$ cat config.mk
export PLATFORM = sky130hd
export DESIGN_NAME = dom_out_sched_flat
export DESIGN_NICKNAME = d
export VERILOG_FILES = /design/src/rtl/dom_out_sched_if.sv /design/src/rtl/dom_out_sched.sv /design/src/flat_wrapper.sv
export SDC_FILE = /design/constraint.sdc
export NUM_CORES = 1
export LEC_CHECK = 0
export CAP_MARGIN = 20
export CORE_AREA = 2 2 104 106
export DETAILED_ROUTE_END_ITERATION = 12
export DIE_AREA = 0 0 106 108
export HOLD_SLACK_MARGIN = 0.12
export PLACE_DENSITY = 0.81
export SYNTH_ARGS = -nofsm -noshare
export SYNTH_HDL_FRONTEND = slang
export SYNTH_SLANG_ARGS = --single-unit
export TNS_END_PERCENT = 100
$ cat constraint.sdc
create_clock -name clk -period 2.65 [get_ports clk]
set_input_delay 0.53 -clock clk [delete_from_list [all_inputs] [get_ports clk]]
set_output_delay 0.53 -clock clk [all_outputs]
set_load 0.05 [all_outputs]
$ cat src/rtl/dom_out_sched_if.sv
// Bundle between the per-block output FIFOs, the round-robin scheduler and
// the downstream domain-conversion stage.
//
// Handshake: a FIFO is popped on a cycle where blk_valid[k] && blk_ready[k];
// a downstream beat transfers on a cycle where valid_o && ready_o. Once
// valid_o is raised, every beat field except FDSTI_o_all is held stable until
// ready_o is seen high.
interface dom_out_sched_if #(
    parameter int FIFO_NUM_O_BLK = 4,
    parameter int I_DATA_WIDTH   = 32,
    parameter int I_SSI_WIDTH    = 8,
    parameter int I_FDSSI_WIDTH  = 2,
    parameter int I_SAM_OFFSET   = 6
);
    logic [FIFO_NUM_O_BLK-1:0]              blk_valid;
    logic [FIFO_NUM_O_BLK-1:0]              blk_ready;
    logic [FIFO_NUM_O_BLK*I_DATA_WIDTH-1:0] blk_data;
    logic [FIFO_NUM_O_BLK*I_SSI_WIDTH-1:0]  blk_ssi;
    logic                                   valid_o;
    logic                                   wt_o;
    logic [I_FDSSI_WIDTH-1:0]               FDSSI_o;
    logic [FIFO_NUM_O_BLK-1:0]              FDSTI_o_all;
    logic [I_SSI_WIDTH-1:0]                 SSI_o;
    logic [I_SAM_OFFSET-1:0]                s_o;
    logic                                   ready_o;
    logic [I_DATA_WIDTH-1:0]                data_o;

    // Scheduler side
    modport master (
        input  blk_valid, blk_data, blk_ssi, ready_o,
        output blk_ready, valid_o, wt_o, FDSSI_o, FDSTI_o_all, SSI_o, s_o, data_o
    );

    // FIFO / downstream side
    modport slave (
        output blk_valid, blk_data, blk_ssi, ready_o,
        input  blk_ready, valid_o, wt_o, FDSSI_o, FDSTI_o_all, SSI_o, s_o, data_o
    );
endinterface

$ cat src/rtl/dom_out_sched.sv
// Round-robin output scheduler: grants one source FIFO at a time for a whole
// burst of SAM_PER_BLK samples and tags each beat with source index, stream
// ID, sample offset and a last-of-block flag through one output register.
module dom_out_sched #(
    parameter int FIFO_NUM_O_BLK = 4,
    parameter int I_DATA_WIDTH   = 32,
    parameter int I_SSI_WIDTH    = 8,
    parameter int I_FDSSI_WIDTH  = 2,
    parameter int I_SAM_OFFSET   = 6,
    parameter int SAM_PER_BLK    = 64
) (
    input  logic           clk,
    input  logic           rst,
    dom_out_sched_if.master bus,
    output logic           fsm_state   // 0 = IDLE, 1 = BURST
);
    localparam logic [I_SAM_OFFSET-1:0] LAST_CNT = I_SAM_OFFSET'(SAM_PER_BLK - 1);

    typedef enum logic {IDLE = 1'b0, BURST = 1'b1} state_t;

    state_t                   st;
    logic [I_FDSSI_WIDTH-1:0] rr_ptr;
    logic [I_FDSSI_WIDTH-1:0] grant;
    logic [I_SSI_WIDTH-1:0]   ssi_q;
    logic [I_SAM_OFFSET-1:0]  cnt;

    logic                     load_en;
    logic                     pop;
    logic                     found;
    logic [I_FDSSI_WIDTH-1:0] winner;
    logic [I_FDSSI_WIDTH-1:0] grant_next;

    // The output register may be refilled when empty or being drained.
    assign load_en   = !bus.valid_o || bus.ready_o;
    assign pop       = (st == BURST) && load_en && bus.blk_valid[grant];
    assign fsm_state = (st == BURST);

    // Pointer that the next arbitration starts from once this burst ends.
    assign grant_next = (int'(grant) == FIFO_NUM_O_BLK - 1) ? '0 : grant + 1'b1;

    // Round-robin search: first valid FIFO at or after rr_ptr, wrapping.
    always_comb begin
        found  = 1'b0;
        winner = rr_ptr;
        for (int i = 0; i < FIFO_NUM_O_BLK; i++) begin
            if (!found && bus.blk_valid[(int'(rr_ptr) + i) % FIFO_NUM_O_BLK]) begin
                found  = 1'b1;
                winner = I_FDSSI_WIDTH'((int'(rr_ptr) + i) % FIFO_NUM_O_BLK);
            end
        end
    end

    // Pop strobe goes only to the granted FIFO, only while bursting.
    always_comb begin
        bus.blk_ready = '0;
        if (pop) begin
            bus.blk_ready[grant] = 1'b1;
        end
    end

    // Arbitration FSM, burst counter and the single output register stage.
    always_ff @(posedge clk or posedge rst) begin
        if (rst) begin
            st              <= IDLE;
            rr_ptr          <= '0;
            grant           <= '0;
            ssi_q           <= '0;
            cnt             <= '0;
            bus.valid_o     <= 1'b0;
            bus.wt_o        <= 1'b0;
            bus.FDSSI_o     <= '0;
            bus.FDSTI_o_all <= '0;
            bus.SSI_o       <= '0;
            bus.s_o         <= '0;
            bus.data_o      <= '0;
        end else begin
            bus.FDSTI_o_all <= bus.blk_valid;
            case (st)
                IDLE: begin
                    // Last beat of the previous block drains here; no pop in IDLE.
                    if (load_en) begin
                        bus.valid_o <= 1'b0;
                    end
                    if (found) begin
                        grant <= winner;
                        ssi_q <= bus.blk_ssi[int'(winner)*I_SSI_WIDTH +: I_SSI_WIDTH];
                        st    <= BURST;
                    end
                end
                BURST: begin
                    if (pop) begin
                        bus.valid_o <= 1'b1;
                        bus.data_o  <= bus.blk_data[int'(grant)*I_DATA_WIDTH +: I_DATA_WIDTH];
                        bus.FDSSI_o <= grant;
                        bus.SSI_o   <= ssi_q;
                        bus.s_o     <= cnt;
                        bus.wt_o    <= (cnt == LAST_CNT);
                        if (cnt == LAST_CNT) begin
                            cnt    <= '0;
                            rr_ptr <= grant_next;
                            st     <= IDLE;
                        end else begin
                            cnt <= cnt + 1'b1;
                        end
                    end else if (load_en) begin
                        // Granted FIFO empty: emit a bubble and keep waiting.
                        bus.valid_o <= 1'b0;
                    end
                end
                default: st <= IDLE;
            endcase
        end
    end
endmodule
$ cat src/flat_wrapper.sv
// flat-port wrapper written by rule: the top's interface ports become plain ports
module dom_out_sched_flat 
#(
    parameter int FIFO_NUM_O_BLK = 4,
    parameter int I_DATA_WIDTH   = 32,
    parameter int I_SSI_WIDTH    = 8,
    parameter int I_FDSSI_WIDTH  = 2,
    parameter int I_SAM_OFFSET   = 6,
    parameter int SAM_PER_BLK    = 64
)
  (clk, rst, fsm_state, bus_blk_valid, bus_blk_data, bus_blk_ssi, bus_ready_o, bus_blk_ready, bus_valid_o, bus_wt_o, bus_FDSSI_o, bus_FDSTI_o_all, bus_SSI_o, bus_s_o, bus_data_o);
  dom_out_sched_if #(.FIFO_NUM_O_BLK(FIFO_NUM_O_BLK), .I_DATA_WIDTH(I_DATA_WIDTH), .I_SSI_WIDTH(I_SSI_WIDTH), .I_FDSSI_WIDTH(I_FDSSI_WIDTH), .I_SAM_OFFSET(I_SAM_OFFSET)) bus_i ();
  input  logic clk;
  input  logic rst;
  output logic fsm_state;
  input wire logic [$bits(bus_i.blk_valid)-1:0] bus_blk_valid;
  input wire logic [$bits(bus_i.blk_data)-1:0] bus_blk_data;
  input wire logic [$bits(bus_i.blk_ssi)-1:0] bus_blk_ssi;
  input wire logic [$bits(bus_i.ready_o)-1:0] bus_ready_o;
  output wire logic [$bits(bus_i.blk_ready)-1:0] bus_blk_ready;
  output wire logic [$bits(bus_i.valid_o)-1:0] bus_valid_o;
  output wire logic [$bits(bus_i.wt_o)-1:0] bus_wt_o;
  output wire logic [$bits(bus_i.FDSSI_o)-1:0] bus_FDSSI_o;
  output wire logic [$bits(bus_i.FDSTI_o_all)-1:0] bus_FDSTI_o_all;
  output wire logic [$bits(bus_i.SSI_o)-1:0] bus_SSI_o;
  output wire logic [$bits(bus_i.s_o)-1:0] bus_s_o;
  output wire logic [$bits(bus_i.data_o)-1:0] bus_data_o;
  assign bus_i.blk_valid = bus_blk_valid;
  assign bus_i.blk_data = bus_blk_data;
  assign bus_i.blk_ssi = bus_blk_ssi;
  assign bus_i.ready_o = bus_ready_o;
  assign bus_blk_ready = bus_i.blk_ready;
  assign bus_valid_o = bus_i.valid_o;
  assign bus_wt_o = bus_i.wt_o;
  assign bus_FDSSI_o = bus_i.FDSSI_o;
  assign bus_FDSTI_o_all = bus_i.FDSTI_o_all;
  assign bus_SSI_o = bus_i.SSI_o;
  assign bus_s_o = bus_i.s_o;
  assign bus_data_o = bus_i.data_o;
  dom_out_sched #(.FIFO_NUM_O_BLK(FIFO_NUM_O_BLK), .I_DATA_WIDTH(I_DATA_WIDTH), .I_SSI_WIDTH(I_SSI_WIDTH), .I_FDSSI_WIDTH(I_FDSSI_WIDTH), .I_SAM_OFFSET(I_SAM_OFFSET), .SAM_PER_BLK(SAM_PER_BLK)) u_core (.clk(clk), .rst(rst), .bus(bus_i), .fsm_state(fsm_state));
endmodule
# == After elaboration in Yosys (flattened, before gate mapping) ==
# Cells that the tools add are included.
# classes
n_mux,32
order_cmp,6
n_bitwise,4
eq_ne,2
n_addsub,5
n_reduce_logical,17
shift,2
# op_table
op,n
$shiftx 128x8->32,1
$shiftx 32x6->8,1
$mux 1,18
$lt 3x4->1 const B,3
$bmux 1 s2,5
$mux 2,4
$add 6x1->6 const B,1
$eq 6x6->1 const B,1
$logic_and 1x1->1,6
$lt 2x3->1 const B,2
$mux 6,1
$reduce_or 2->1,3
$add 2x1->2 const B,2
$add 2x2->2 const B,2
$logic_not 1->1,4
$mux 4,1
$pmux 1 s2,2
$reduce_and 2->1,2
$and 1x1->1 const A,3
$reduce_and 3->1,1
$demux 1 s2,1
$eq 2x1->1 const B,1
$ge 2x1->1 const B,1
$logic_or 1x1->1,1
$not 1->1,1
# word_totals
reg_bits,73

# == Depth between registers and ports, before layout ==
# logic_depth
depth_word,16
ltp_mapped,7

# == Worst setup path after synthesis ==
# Ideal clock, no wire load.
# synth_timing
kind,reg2out
startpoint,register u_core.grant[1]
endpoint,output port bus_blk_ready[0]
stages_incl_launch_ff,7
t_arrival_ps,1908
required_ps,2120
slack_ps,212
path_cell_list,dfrtp_1 > buf_2 > mux4_2 > and3_1 > clkbuf_1 > buf_2 > and2_1
# synth_via
elab_chain_cells,5
word_cells_on_any_way,9
classes_between,2 x order compare; 5 x mux; 2 x reduce/logical
# synth_lines
element,line,text
"start, declared",dom_out_sched.sv:23,logic [I_FDSSI_WIDTH-1:0] grant;
"start signal, assigned",dom_out_sched.sv:85,grant <= winner;
$lt 2x3->1 (not written as such) or $ge 2x1->1 (tied branches),dom_out_sched.sv:57,bus.blk_ready[grant] = 1'b1;
$logic_and 1x1->1 (not written as such),dom_out_sched.sv:57,
$mux 1 (not written as such),dom_out_sched.sv:57,
$demux 1 s2,-,
$mux 4 (*),dom_out_sched.sv:56,if (pop) begin
"end, declared",flat_wrapper.sv:20,output wire logic [$bits(bus_i.blk_ready)-1:0] bus_blk_ready;
# Mark *: on every way between the ends. The rest lies on a longest branch, timed or not. The select of a mux whose other input is x is not followed.

# == Final worst setup path ==
# layout_timing
startpoint,input port bus_blk_valid[3]
endpoint,output port bus_blk_ready[0]
# layout_via
elab_chain_cells,4
# layout_lines
element,line,text
"start, declared",flat_wrapper.sv:16,input wire logic [$bits(bus_i.blk_valid)-1:0] bus_blk_valid;
$bmux 1 s2,dom_out_sched.sv:35,assign pop = (st == BURST) && load_en && bus.blk_valid[grant];
$mux 1 (not written as such),dom_out_sched.sv:35,
$logic_and 1x1->1,dom_out_sched.sv:35,
$mux 4,dom_out_sched.sv:56,
# No other way between the ends. The select of a mux whose other input is x is not followed.

==> summary.md <==
| Metric | Value |
|---|---|
| Total power draw | 4740 µW |
| Share of flip-flops with an asynchronous set or reset | 1.00 |
| Die ar. | 11400 µm² |
| Proportion of layout cells with a drive suffix above 1 | 0.129 |
| Die width | 106 µm |
| Req. time, crit path | 2.12 ns |
| Synth cell types | 35 |
| Peak VDD IR | 0.000343 V |
| Most used DFF post-synth | dfrtp_1 |
| Yosys warnings | 0 |
| Iteration-0 DRC Markers | 214 |
| Dpl cells | 730 |
| Worst-path maximum fanout | 6 |
| Power Dens Cells | 710 nW/µm² |
| Setup slack after layout | 0.104 ns |
| Post-synth net total | 549 |
| H-tree Lvls | 3 |
| Final Core Density | 0.652 |
| Clock latency on the worst-skew pair | 0.34 ns |
| Leakage | 0.00287 µW |
| Cts hold-fix bufs | 0 |
| CTS tree | built |
| Clock Root Buffer | clkbuf_8 |
| First-pass GRT wire length | 20000 µm |
| Total track usage | 0.223 |
| Post-Syn Instances | 377 |
| Max-cap check violation count | 0 |
| Die H | 108 µm |
| CP max-delay cell | mux4_2 |
| ANT cells | 0 |
| CTS buffer count | 9 |
| DR vias/cell | 5.09 |
| RSZ-0062 raised after global routing | no |
| Clock Tree Buf Depth | 2 |
| Layout Cells excl Fill | 747 |
| Nets | 778 |
| Seq cells post-synth | 73 |
| Final instance area | 6670 µm² |
| Cts repair resizes | 0 |
| Crit Path Class | input port to primary output |
| Wire per inst | 17.2 µm |
| Crit path cell chain | clkdlybuf4s50_1 -> mux4_2 -> and3_4 -> and2_1 -> buf_12 |
| CP arrival | 2.02 ns |
| IO buf count | 225 |
| Avg Synthesized Cell Area | 10.5 µm² |
| CTS sink cnt | 73 |
| Final cycle utilization of the critical path | 0.961 |
| Netlist Area Pre-Place | 3950 µm² |
| Max Slew Vio Count | 0 |
| Detailed placer's ending HPWL | 10200 µm |
| Pre-CTS setup slack | -0.167 ns |
| DR vias | 3799 |
| Initial Util | 0.386 |
| Total core area | 10200 µm² |
| Gpl congestion | 0.905 |
| Post-DRT Antenna Nets | 0 |
| FP Rows | 37 |
| Number of global-route vias before repair | 4027 |
| Critical Path Source Type | input port |
| Status | complete, no violations |
| Area after DPL | 6430 µm² |
| Worst R2R Setup Slack | 0.77 ns |
| Peak Freq | 393 MHz |
| Post-synthesis sequential area ratio | 0.462 |
| Number of flops mapped to enable cells by yosys | 0 |
| Detailed Route WL | 12900 µm |
| Pin slew with the least headroom to its limit | 0.673 ns |
| Layout area overhead | 68.8% |
| Min cycle time layout | 2.55 ns |
| Critical Path End Type | primary output |
| TritonRoute pass-1 iters | 6 |
| Io pins | 226 |
| Final Hold Violating Endpoints | 0 |
| Initial antenna violation count | 0 |
| Remaining DRCs | 0 |
| Worst Hold Class | flip-flop to flip-flop |
| Relative slew slack | 0.548 |
| CTS clk-pin slew, worst paths | 0.08 ns |
| GRT overflow | 0 |
| Clock skew | 0.0149 ns |
| Final setup violation count | 0 |
| Post-CTS Setup Inserts | 0 |
| Largest net degree at the start of global routing | 42 |
| Max stage delay on crit path | 0.50 ns |
-- cell usage in the layout, fill, tap and decap left out, types with 3 or more instances in the layout --
master	Yosys	final
o21ai_0	7	7
nand2_1	150	150
ha_1	5	5
mux4_2	33	33
clkdlybuf4s50_1	0	221
inv_1	4	3
nor4_1	3	3
mux2i_1	8	8
nor2b_1	5	5
clkbuf_8	0	10
o31a_1	8	8
nor2_1	12	12
a211oi_1	16	16
and2_1	4	4
dfrtp_1	73	72
buf_4	0	15
buf_12	0	5
-- synth_stat cells, drive strengths merged (2+ instances only) --
master,instances,area [µm²]
a211oi,17,133
a21o,2,15.0
and2,4,25.0
and3,2,12.5
buf,15,85.1
clkbuf,9,35.0
dfrtp,73,1830
ha,5,62.6
inv,4,15.0
mux2,2,22.5
mux2i,8,80.1
mux4,33,743
nand2,150,563
nand3,3,15.0
nor2,12,45.0
nor2b,5,31.3
nor3,4,36.3
nor4,3,18.8
o21a,2,15.0
o21ai,8,40.0
o31a,8,70.1
xnor2,2,17.5
-- area by class of cell --
type                       instances  area, µm²
tap                              136        170
multi-input combinational        276       2000
clock buffer                      10        138
timing repair buffer             242       2430
sequential                        73       1830
clock inverter                     6       90.1
inverter                           4       16.3
fill                             817       3560
-- registers in the layout, indices dropped and copies added, names as in the netlist --
name / count
u_core.bus.data_o: 32
u_core.bus.SSI_o: 8
u_core.ssi_q: 8
u_core.bus.s_o: 6
u_core.cnt: 6
u_core.bus.FDSTI_o_all: 4
u_core.bus.FDSSI_o: 2
u_core.grant: 2
u_core.rr_ptr: 2
u_core.bus.valid_o: 1
u_core.bus.wt_o: 1
u_core.fsm_state: 1
-- cells by family after synthesis --
family          share of synthesized area
xor+xnor                          0.00443
flops                               0.462
compound gates                     0.0747
simple gates                        0.194
fa+ha+maj                          0.0158
mux                                 0.214
buf+inv                            0.0342
-- path summary, 6_finish.rpt --
path | startpoint | end | depth (start not counted)
min | u_core.ssi_q[0] | u_core.bus.SSI_o[0] | 2
min reg2reg | u_core.ssi_q[0] | u_core.bus.SSI_o[0] | 2
max reg2reg | u_core.grant[1] | u_core.rr_ptr[1] | 5
min in group asynchronous | rst | u_core.bus.SSI_o[3] | 2
max in group asynchronous | rst | u_core.bus.data_o[24] | 3
max | bus_blk_valid[3] | bus_blk_ready[0] | 5
-- stage by stage --
step            TNS, ns  hold WS, ns
2_1_floorplan         0        0.439
3_3_place_gp   -0.00335        0.448
3_5_place_dp      -1.09        0.457
4_1_cts               0        0.475
5_1_grt               0        0.504
6_report              0        0.475
-- metal layers --
| metal | wire, µm | GRT usage | vias up |
|---|---|---|---|
| li1 | - | - | 1771 |
| met1 | 4720 | 0.251 | 1805 |
| met2 | 6660 | 0.402 | 195 |
| met3 | 1120 | 0.0579 | 28 |
| met4 | 360 | 0.0987 | 0 |
| met5 | 0 | 0 | - |
-- power breakdown --
group	total [µW]	internal [µW]	switching, µW	leakage [µW]
clock	980	559	421	0.000113
combinational	2190	869	1320	0.00186
sequential	1570	1390	181	0.000896
total	4740	2820	1920	0.00287
-- worst max-delay path, delay by kind of cell --
| family | cells | cell delay (ns) |
|---|---|---|
| buffers and inverters | 2 | 0.58 |
| AND/OR/NAND/NOR | 2 | 0.41 |
| multiplexers | 1 | 0.50 |
Power figures use the tool's default switching activity.
